--- src/rtl/icmp_pkg.sv ---
// Shared ICMP/IPv4 definitions for the echo filter and the echo responder.
package icmp_pkg;

    localparam int unsigned DATA_W  = 32;
    localparam int unsigned EMPTY_W = 2;

    typedef enum logic [2:0] {
        S_HDR,
        S_DECIDE,
        S_FWD_HDR,
        S_FWD_BODY,
        S_DROP
    } state_t;

    localparam logic [7:0] IPV4_VER_IHL    = 8'h45;
    localparam logic [7:0] IP_PROTO_ICMP   = 8'h01;
    localparam logic [7:0] ICMP_ECHO_REQ   = 8'h08;
    localparam logic [7:0] ICMP_ECHO_REPLY = 8'h00;

    // Word index / byte lane of each field inside the buffered header.
    localparam int unsigned VER_WORD   = 0;
    localparam int unsigned VER_BYTE   = 0;
    localparam int unsigned PROTO_WORD = 2;
    localparam int unsigned PROTO_BYTE = 1;
    localparam int unsigned DST_WORD   = 4;
    localparam int unsigned TYPE_WORD  = 5;
    localparam int unsigned TYPE_BYTE  = 0;

    // Byte lane b of a stream word (lane 0 is first on the wire).
    function automatic logic [7:0] get_byte(input logic [DATA_W-1:0] w, input logic [1:0] b);
        return w[{b, 3'b000} +: 8];
    endfunction

endpackage

--- src/rtl/icmp_hdr_match.sv ---
// Combinational check that a buffered header is an IPv4 ICMP echo request to local_ip.
module icmp_hdr_match
    import icmp_pkg::*;
#(
    parameter int unsigned HDR_WORDS = 6
) (
    input  logic [DATA_W-1:0] hdr_buf_i [HDR_WORDS],
    input  logic [DATA_W-1:0] local_ip_i,
    output logic              match_c
);

    logic unused_bits;

    // Field compare on version/IHL, protocol, destination address and ICMP type.
    always_comb begin
        match_c = (get_byte(hdr_buf_i[VER_WORD],   2'(VER_BYTE))   == IPV4_VER_IHL)  &&
                  (get_byte(hdr_buf_i[PROTO_WORD], 2'(PROTO_BYTE)) == IP_PROTO_ICMP) &&
                  (hdr_buf_i[DST_WORD] == local_ip_i)                                 &&
                  (get_byte(hdr_buf_i[TYPE_WORD],  2'(TYPE_BYTE))  == ICMP_ECHO_REQ);
    end

    // Header words and lanes that carry no matched field.
    always_comb begin
        unused_bits = 1'b0;
        for (int i = 0; i < HDR_WORDS; i++) begin
            unused_bits = unused_bits ^ (^hdr_buf_i[i]);
        end
    end

endmodule

--- src/rtl/icmp_echo_filter.sv ---
// Ingress filter: forwards only IPv4 ICMP echo requests addressed to local_ip.
module icmp_echo_filter
    import icmp_pkg::*;
#(
    parameter int unsigned HDR_WORDS = 6,
    parameter int unsigned CNT_WIDTH = 16
) (
    input  logic                 clk,
    input  logic                 reset_n,
    input  logic [DATA_W-1:0]    local_ip,
    input  logic [DATA_W-1:0]    stream_in_data,
    input  logic [EMPTY_W-1:0]   stream_in_empty,
    input  logic                 stream_in_valid,
    input  logic                 stream_in_startofpacket,
    input  logic                 stream_in_endofpacket,
    output logic                 stream_in_ready,
    output logic [DATA_W-1:0]    stream_out_data,
    output logic [EMPTY_W-1:0]   stream_out_empty,
    output logic                 stream_out_valid,
    output logic                 stream_out_startofpacket,
    output logic                 stream_out_endofpacket,
    input  logic                 stream_out_ready,
    output logic [CNT_WIDTH-1:0] pass_count,
    output logic [CNT_WIDTH-1:0] drop_count
);

    localparam int unsigned    HC_W    = $clog2(HDR_WORDS + 1);
    localparam int unsigned    TX_W    = $clog2(HDR_WORDS);
    localparam logic [HC_W-1:0] HC_FULL = HC_W'(HDR_WORDS);
    localparam logic [HC_W-1:0] HC_LAST = HC_W'(HDR_WORDS - 1);
    localparam logic [TX_W-1:0] TX_LAST = TX_W'(HDR_WORDS - 1);

    state_t               state_q, state_d;
    logic [HC_W-1:0]      hdr_cnt_q, hdr_cnt_d;
    logic [DATA_W-1:0]    hdr_buf_q [HDR_WORDS];
    logic [DATA_W-1:0]    hdr_buf_d [HDR_WORDS];
    logic                 eop_seen_q, eop_seen_d;
    logic [EMPTY_W-1:0]   saved_empty_q, saved_empty_d;
    logic [TX_W-1:0]      tx_idx_q, tx_idx_d;
    logic [DATA_W-1:0]    out_data_q, out_data_d;
    logic [EMPTY_W-1:0]   out_empty_q, out_empty_d;
    logic                 out_valid_q, out_valid_d;
    logic                 out_sop_q, out_sop_d;
    logic                 out_eop_q, out_eop_d;
    logic [CNT_WIDTH-1:0] pass_q, pass_d;
    logic [CNT_WIDTH-1:0] drop_q, drop_d;

    logic                 match_c;
    logic                 out_free;
    logic                 tx_last;
    logic [HC_W-1:0]      wr_idx;

    icmp_hdr_match #(
        .HDR_WORDS (HDR_WORDS)
    ) u_match (
        .hdr_buf_i  (hdr_buf_q),
        .local_ip_i (local_ip),
        .match_c    (match_c)
    );

    // Next-state, header capture, output register load and counters.
    always_comb begin
        state_d       = state_q;
        hdr_cnt_d     = hdr_cnt_q;
        hdr_buf_d     = hdr_buf_q;
        eop_seen_d    = eop_seen_q;
        saved_empty_d = saved_empty_q;
        tx_idx_d      = tx_idx_q;
        out_valid_d   = out_valid_q & ~stream_out_ready;
        out_data_d    = out_data_q;
        out_empty_d   = out_empty_q;
        out_sop_d     = out_sop_q;
        out_eop_d     = out_eop_q;
        pass_d        = pass_q;
        drop_d        = drop_q;
        stream_in_ready = 1'b0;
        out_free      = ~out_valid_q | stream_out_ready;
        tx_last       = (tx_idx_q == TX_LAST);
        wr_idx        = '0;

        case (state_q)
            S_HDR: begin
                stream_in_ready = 1'b1;
                // Words ahead of the first sop are discarded silently.
                if (stream_in_valid && (stream_in_startofpacket || hdr_cnt_q != '0)) begin
                    wr_idx            = stream_in_startofpacket ? '0 : hdr_cnt_q;
                    hdr_buf_d[wr_idx] = stream_in_data;
                    hdr_cnt_d         = wr_idx + HC_W'(1);
                    eop_seen_d        = stream_in_endofpacket;
                    saved_empty_d     = stream_in_empty;
                    if (stream_in_endofpacket || wr_idx == HC_LAST) begin
                        state_d = S_DECIDE;
                    end
                end
            end
            S_DECIDE: begin
                hdr_cnt_d = '0;
                if (match_c && hdr_cnt_q == HC_FULL) begin
                    pass_d   = pass_q + CNT_WIDTH'(1);
                    tx_idx_d = '0;
                    state_d  = S_FWD_HDR;
                end else if (eop_seen_q) begin
                    drop_d  = drop_q + CNT_WIDTH'(1);
                    state_d = S_HDR;
                end else begin
                    state_d = S_DROP;
                end
            end
            S_FWD_HDR: begin
                // Replay one buffered word whenever the output slot frees up.
                if (out_free) begin
                    out_valid_d = 1'b1;
                    out_data_d  = hdr_buf_q[tx_idx_q];
                    out_sop_d   = (tx_idx_q == '0);
                    out_eop_d   = tx_last & eop_seen_q;
                    out_empty_d = (tx_last & eop_seen_q) ? saved_empty_q : '0;
                    tx_idx_d    = tx_idx_q + TX_W'(1);
                    if (tx_last) begin
                        state_d = eop_seen_q ? S_HDR : S_FWD_BODY;
                    end
                end
            end
            S_FWD_BODY: begin
                stream_in_ready = out_free;
                if (stream_in_valid && out_free) begin
                    out_valid_d = 1'b1;
                    out_data_d  = stream_in_data;
                    out_sop_d   = 1'b0;
                    out_eop_d   = stream_in_endofpacket;
                    out_empty_d = stream_in_empty;
                    if (stream_in_endofpacket) begin
                        state_d = S_HDR;
                    end
                end
            end
            S_DROP: begin
                stream_in_ready = 1'b1;
                if (stream_in_valid && stream_in_endofpacket) begin
                    drop_d  = drop_q + CNT_WIDTH'(1);
                    state_d = S_HDR;
                end
            end
            default: begin
                state_d = S_HDR;
            end
        endcase
    end

    // State, buffer, output and counter registers.
    always_ff @(posedge clk or negedge reset_n) begin
        if (!reset_n) begin
            state_q       <= S_HDR;
            hdr_cnt_q     <= '0;
            hdr_buf_q     <= '{default: '0};
            eop_seen_q    <= 1'b0;
            saved_empty_q <= '0;
            tx_idx_q      <= '0;
            out_valid_q   <= 1'b0;
            out_data_q    <= '0;
            out_empty_q   <= '0;
            out_sop_q     <= 1'b0;
            out_eop_q     <= 1'b0;
            pass_q        <= '0;
            drop_q        <= '0;
        end else begin
            state_q       <= state_d;
            hdr_cnt_q     <= hdr_cnt_d;
            hdr_buf_q     <= hdr_buf_d;
            eop_seen_q    <= eop_seen_d;
            saved_empty_q <= saved_empty_d;
            tx_idx_q      <= tx_idx_d;
            out_valid_q   <= out_valid_d;
            out_data_q    <= out_data_d;
            out_empty_q   <= out_empty_d;
            out_sop_q     <= out_sop_d;
            out_eop_q     <= out_eop_d;
            pass_q        <= pass_d;
            drop_q        <= drop_d;
        end
    end

    assign stream_out_data          = out_data_q;
    assign stream_out_empty         = out_empty_q;
    assign stream_out_valid         = out_valid_q;
    assign stream_out_startofpacket = out_sop_q;
    assign stream_out_endofpacket   = out_eop_q;
    assign pass_count               = pass_q;
    assign drop_count               = drop_q;

endmodule

--- config.mk ---
export PLATFORM = sky130hd
export DESIGN_NAME = icmp_echo_filter
export DESIGN_NICKNAME = d
export VERILOG_FILES = /design/src/rtl/icmp_pkg.sv /design/src/rtl/icmp_hdr_match.sv /design/src/rtl/icmp_echo_filter.sv
export SDC_FILE = /design/constraint.sdc
export NUM_CORES = 1
export LEC_CHECK = 0
export ABC_CLOCK_PERIOD_IN_PS = 1900
export CAP_MARGIN = 20
export CORE_MARGIN = 8
export CORE_UTILIZATION = 40
export CTS_CLUSTER_SIZE = 20
export DETAILED_ROUTE_END_ITERATION = 7
export DONT_BUFFER_PORTS = 1
export GPL_ROUTABILITY_DRIVEN = 0
export PLACE_DENSITY_LB_ADDON = 0.1
export SYNTH_ARGS = -nofsm -noshare
export SYNTH_HDL_FRONTEND = slang
export SYNTH_SLANG_ARGS = --single-unit
export TNS_END_PERCENT = 30
--- constraint.sdc ---
create_clock -name clk -period 1.9 [get_ports clk]
set_input_delay 0.475 -clock clk [delete_from_list [all_inputs] [get_ports clk]]
set_output_delay 0.475 -clock clk [all_outputs]
set_load 0.03 [all_outputs]
==> results of run 1 <==
[layer usage]
| metal | GRT usage, % | wire length [um] |
|---|---|---|
| met3 | 4.39 | 2150 |
| met2 | 29.7 | 17200 |
| met4 | 3.90 | 643 |
| met1 | 26.1 | 16900 |
| met5 | 0 | 0 |
[final cells by class]
| cell class | count | area, um^2 | area share, % |
|---|---|---|---|
| clock inverter | 15 | 110 | 0.654 |
| multi-input combinational | 629 | 6240 | 37.1 |
| inverter | 40 | 150 | 0.892 |
| timing repair buffer | 199 | 2130 | 12.7 |
| sequential | 273 | 6840 | 40.6 |
| clock buffer | 41 | 863 | 5.13 |
| tap | 402 | 503 | 2.99 |
[cell usage after synthesis, drive strengths merged, types with 2 or more instances]
master / count / area (um^2)
nand3b: 2 / 15.0
mux4: 32 / 721
o221ai: 33 / 289
xnor2: 41 / 359
nor4b: 4 / 41.3
mux2: 197 / 2220
clkbuf: 28 / 106
xor2: 21 / 184
a31oi: 4 / 25.0
o21ai: 78 / 390
ha: 7 / 87.6
inv: 40 / 150
dfrtp: 273 / 6830
a22oi: 2 / 15.0
nor4: 12 / 93.8
nor2: 19 / 71.3
nor4bb: 3 / 30.0
nand3: 15 / 75.1
a21oi: 5 / 25.0
buf: 30 / 143
nand2b: 8 / 50.1
nor3: 10 / 50.1
o22ai: 2 / 12.5
nor2b: 3 / 18.8
nand2: 64 / 240
and3: 8 / 51.3
nand4: 13 / 81.3
mux2i: 32 / 320
[sequential cells by signal, summed over array words and instances, names as in the netlist]
name,count
stream_out_startofpacket,1
stream_out_empty,2
saved_empty_q,2
eop_seen_q,1
stream_out_data,32
pass_count,16
stream_out_valid,1
state_q,3
tx_idx_q,3
hdr_cnt_q,3
drop_count,16
hdr_buf_q,192
stream_out_endofpacket,1
[power by group]
group | leakage, nW | internal [mW] | switching [mW]
Combinational | 3.86 | 4.32 | 3.14
Clock | 0.490 | 3.31 | 2.43
Sequential | 3.61 | 7.23 | 1.27
Total | 7.95 | 14.9 | 6.84
[stage by stage]
step / power, mW / util [%] / setup TNS (ns) / cell area, um^2
after detailed placement: 15.3 / 46.2 / -42.01 / 14600
after floorplan: 12.8 / - / -2.27 / 12900
final: 21.7 / 53.4 / -42.35 / 16800
after global placement: 15.2 / 46.2 / -40.12 / 14600
after global routing: 22.9 / 53.4 / -52.70 / 16800
after CTS: 21.4 / 51.4 / -32.07 / 16200
[timing repair]
action | CTS | global route
buffers inserted | 15 | 15
gates cloned | 8 | 5
hold endpoints to repair | 273 | 273
endpoints found under the setup margin | 198 | 225
gates resized for setup | 86 | 116
pin swaps | 15 | 15
[logic make-up (layout without fill, tap and decap cells)]
kind of cell             after synthesis  count (layout)  synth area share [%]
adder cells (fa/ha/maj)                7               7                 0.684
XOR/XNOR                              62              62                  4.24
AND/OR/NAND/NOR                      168             169                  6.83
flip-flops                           273             273                  53.3
AO/OA/AOI/OAI                        130             130                  6.37
multiplexers                         261             261                  25.4
buffers and inverters                 98             295                  3.12
[worst max-delay path by stage]
stage	cells after the start	slack (ns)	end
final	10	-0.32	hdr_buf_q[14]
after global routing	9	-0.40	pass_count[14]
after CTS	7	-0.32	pass_count[1]
after detailed placement	7	-0.52	pass_count[1]
after global placement	7	-0.48	pass_count[1]
after floorplan	8	-0.05	pass_count[9]
[placed cells by master, fill, tap and decap left out, drive strengths merged, types with 2 or more instances in the layout]
master  Yosys  routed
mux2      197     197
inv        40      41
nor2       19      19
a31oi       4       4
mux2i      32      32
nor4b       4       4
nand3      15      15
o22ai       2       2
clkbuf     28      45
nand2      64      64
o221ai     33      33
nor4bb      3       3
nor3       10      10
a21oi       5       5
clkinv      0      12
xnor2      41      41
nand4      13      13
o21ai      78      78
and3        8       9
mux4       32      32
buf        30     194
ha          7       7
a22oi       2       2
nand2b      8       8
nor4       12      12
xor2       21      21
dfrtp     273     273
nor2b       3       3
nand3b      2       2
[critical path, delay by kind of cell, from the launching register on]
family	cells	cell delay [ns]
buffers and inverters	5	0.59
AOI/OAI and AO/OA	1	0.47
DFF	1	0.40
and+or+nand+nor	3	0.32
muxes	1	0.30
==> out/qor.csv, run 1 <==
stage,metric,value,unit
sta,drv_slew,0,
route,drcViolationCount,0,
place,pre_cts_ws,-0.517,ns
yosys,ys_seq_elements,273,
setup_path,crit_fanout,7,
route,ant_nets,0,
clocking,cts_buffer_depth,3,
setup_path,worst_setup_path_start_kind,register,
setup_path,cp_cell_sequence,buf_6 -> o41a_1 -> nand2_4 -> buf_12 -> buf_12 -> nor3_4 -> nand2_4 -> buf_6 -> buf_12 -> mux2_4,
layout,antenna-diode-count,0,
sta,max_slew_margin,39.9,%
global_routing,grt_max_degree,274,
sta,fin_crit,2.22,ns
sta,worstMarginPinSlew,0.902,ns
layout,instances_no_fill,1599,
clocking,numCtsBuffers,31,
clocking,cts_root_buf,clkbuf_16,
global_routing,grt_first_pass_wirelength,56400,um
layout,fillers,2724,
clocking,clkSinkCount,273,
setup_path,crit_start,hdr_cnt_q[1],
yosys,synth_area,12800,um^2
setup_path,slowest_stage,o41a_1,
sta,rsz0062_at_grt,yes,
global_routing,antenna_found_initial,0,
setup_path,reg2reg_from,hdr_cnt_q[1],
yosys,synthCells,999,
sta,setup_violations,201,
clocking,cts_tree,built,
setup_path,reg2reg_depth,10,
yosys,synth_ff_type,dfrtp_1,
yosys,async_reset_ff_share,100,%
sta,period_share,117,%
clocking,clk_latency,0.57,ns
global_routing,gr-total-overflow,0,
setup_path,endpoint_kind,register,
place,dp_cells,1502,
yosys,synth_edf_count,0,
sta,hold_ws,-0.394,ns
setup_path,critPathArrivalTime,2.65,ns
route,wl,36900,um
setup_path,path_common_cell,buf_12,
floorplanning,dieWidth,195,um
place,portBuffers,0,
worst_hold_path,hp-class,input pin to asynchronous set/reset pin,
yosys,ys_seq_area_share,53.3,%
place,post-dp-hpwl,23000,um
yosys,syn_area_per_cell,12.8,um^2
floorplanning,die_h,195,um
global_routing,first_global_vias,9028,
floorplanning,core-area,31600,um^2
floorplanning,core.rowCount,65,
sta,finalHoldViolCount,273,
sta,fin_skew,0.0347,ns
floorplanning,start_util,40.6,%
yosys,ys_types,48,
layout,area_growth,31.4,%
job,maxCapViolations,0,
pwr,powerDensity,1290,nW/um^2
pwr,vdd_ir_drop_max,1.00,mV
sta,max_freq,450,MHz
layout,layout.nets,1253,
pwr,power_leakage,7.95,nW
route,via_per_inst,5.42,
floorplanning,ios,142,
route,dr_total_vias,8671,
outcome,status,finished with violations,
setup_path,r2r_slack,-0.32,ns
sta,setup_slack,-0.324,ns
outcome,violations,"hold timing, setup timing",
global_routing,track_usage,18.8,%
yosys,syn-num-nets,1078,
setup_path,crit_path_max_incr_delay,0.47,ns
route,drt_iter0_markers,479,
clocking,clk_pin_slew,0.06,ns
setup_path,path_class,register to register,
layout,drive_gt1_share,43.9,%
setup_path,reg2reg_to,hdr_buf_q[14],
route,avgRoutedWirePerCell,23.1,um
route,first_pass_iters,4,
clocking,htreeDepth,1,
yosys,yosysWarnings,0,
setup_path,critical_path_required,2.33,ns
floorplanning,dieArea,38000,um^2
Power figures use the tool's default switching activity.
==> inputs of run 2 (changes only) <==
Settings changed: REMOVE_ABC_BUFFERS set to 1.
==> run 2 against run 1 <==
Net effect:
- largest cell class unchanged
- clock skew shrank 0.024 ns
- the flow still finishes with violations (hold timing, setup timing)
- critical path type unchanged
- routed wire length shrank 2.7%
- sequential share of layout area grew 0.45 points
- critical endpoint is now pass_count[1]
==> out/qor.csv, run 2 (same netlist as run 1, synthesis figures left out) <==
stage,metric,value,unit
sta,period_share,121,%
global_routing,gr-total-overflow,0,
clocking,cts_root_buf,clkbuf_16,
clocking,clk_latency,0.56,ns
place,pre_cts_ws,-0.574,ns
floorplanning,dieWidth,195,um
layout,layout.nets,1247,
layout,final_util,52.8,%
setup_path,worst_setup_path_start_kind,register,
global_routing,first_global_vias,9149,
sta,fin_crit,2.29,ns
sta,fin_skew,0.0109,ns
clocking,numCtsBuffers,31,
layout,largest_reg_flops,192,
global_routing,grt_first_pass_wirelength,55000,um
sta,finalHoldViolCount,273,
outcome,status,finished with violations,
layout,area_growth,30.0,%
pwr,p_total,22.0,mW
global_routing,antenna_found_initial,0,
floorplanning,ios,142,
clocking,clkSinkCount,273,
place,dp_cells,1504,
setup_path,reg2reg_to,pass_count[1],
route,drt_iter0_markers,520,
route,drcViolationCount,0,
setup_path,endpoint_kind,register,
pwr,vdd_ir_drop_max,0.810,mV
pwr,powerDensity,1320,nW/um^2
sta,drv_slew,0,
setup_path,crit_fanout,6,
global_routing,track_usage,18.2,%
route,via_per_inst,5.44,
route,avgRoutedWirePerCell,22.6,um
global_routing,grt_max_degree,274,
setup_path,critPathArrivalTime,2.73,ns
route,dr_total_vias,8663,
sta,max_freq,437,MHz
layout,final_area,16700,um^2
sta,rsz0062_at_grt,yes,
setup_path,critical_path_required,2.34,ns
setup_path,path_class,register to register,
clocking,cts_buffer_depth,3,
setup_path,reg2reg_depth,8,
route,first_pass_iters,4,
worst_hold_path,hp-class,input pin to asynchronous set/reset pin,
place,dpl_cell_area,14500,um^2
place,portBuffers,0,
floorplanning,core.rowCount,65,
sta,setup_violations,196,
layout,final_cell_mix,"271 x dfrtp_1, 149 x buf_4, 108 x mux2_2",
floorplanning,dieArea,38000,um^2
sta,setup_slack,-0.390,ns
layout,instances_no_fill,1593,
floorplanning,start_util,40.6,%
place,post-dp-hpwl,22500,um
clocking,htreeDepth,1,
sta,max_slew_margin,25.8,%
layout,drive_gt1_share,43.7,%
setup_path,reg2reg_from,hdr_buf_q[165],
pwr,power_leakage,7.89,nW
floorplanning,die_h,195,um
layout,antenna-diode-count,0,
job,maxCapViolations,0,
outcome,violations,"hold timing, setup timing",
setup_path,r2r_slack,-0.39,ns
sta,worstMarginPinSlew,1.11,ns
clocking,cts_tree,built,
sta,setup_tns,-37.61,ns
layout,layout_commonest_cell,dfrtp_1,
route,wl,35900,um
clocking,clk_pin_slew,0.06,ns
floorplanning,core-area,31600,um^2
sta,hold_ws,-0.386,ns
route,ant_nets,0,
layout,largest_register,hdr_buf_q,
## run 2: changes by cell type in the layout (fill, tap and decap cells not counted), sizes merged
| cell | before | now |
|---|---|---|
| clkinv | 12 | 3 |
| buf | 194 | 190 |
| bufbuf | 1 | 0 |
| and3 | 9 | 8 |
| clkbuf | 45 | 50 |
| bufinv | 1 | 5 |
## run 2: worst max path at each step
stage	startpoint	to	slack (ns)
after floorplan	tx_idx_q[0]	stream_out_data[0]	-1.75
after global routing	hdr_buf_q[161]	pass_count[14]	-0.53
after global placement	local_ip[13]	drop_count[1]	-0.52
after detailed placement	local_ip[13]	drop_count[1]	-0.57
final	hdr_buf_q[165]	pass_count[1]	-0.39
after CTS	hdr_buf_q[165]	pass_count[1]	-0.38
## run 2: layer usage
metal / vias up / GRT usage (%) / share of wire [%]
li1: 3967 / - / -
met1: 4464 / 24.3 / 46
met2: 192 / 30.0 / 47
met3: 40 / 4.11 / 6.3
met4: 0 / 3.68 / 1.6
met5: - / 0 / 0
## run 2: critical path, cell delays in order (launching register included)
cell and delay, ns:
dfrtp_1 0.38, nor4bb_2 0.36, buf_4 0.17, nand4_1 0.10
nor4_2 0.24, and3_4 0.27, and3_4 0.23, buf_12 0.12
mux2_4 0.29
## run 2: area by class of cell
cell class / instances / area [um^2]
multi-input cells: 628 / 6210
clock buffers: 46 / 842
well taps: 402 / 503
clock inverters: 10 / 181
repair buffers: 194 / 1930
flip-flops and latches: 273 / 6840
inverters: 40 / 150
fillers: 2745 / 14900
## run 2: power breakdown
group	internal, mW	switching (mW)
Sequential	7.23	1.31
Clock	3.72	2.43
Combinational	4.27	3.06
Total	15.2	6.80
## run 2: repair_timing
item	in CTS	in global routing
pin swaps	12	19
resized for setup	75	132
hold endpoints to repair	273	273
gates cloned	3	5
setup endpoints to repair	206	234
buffers inserted	15	11
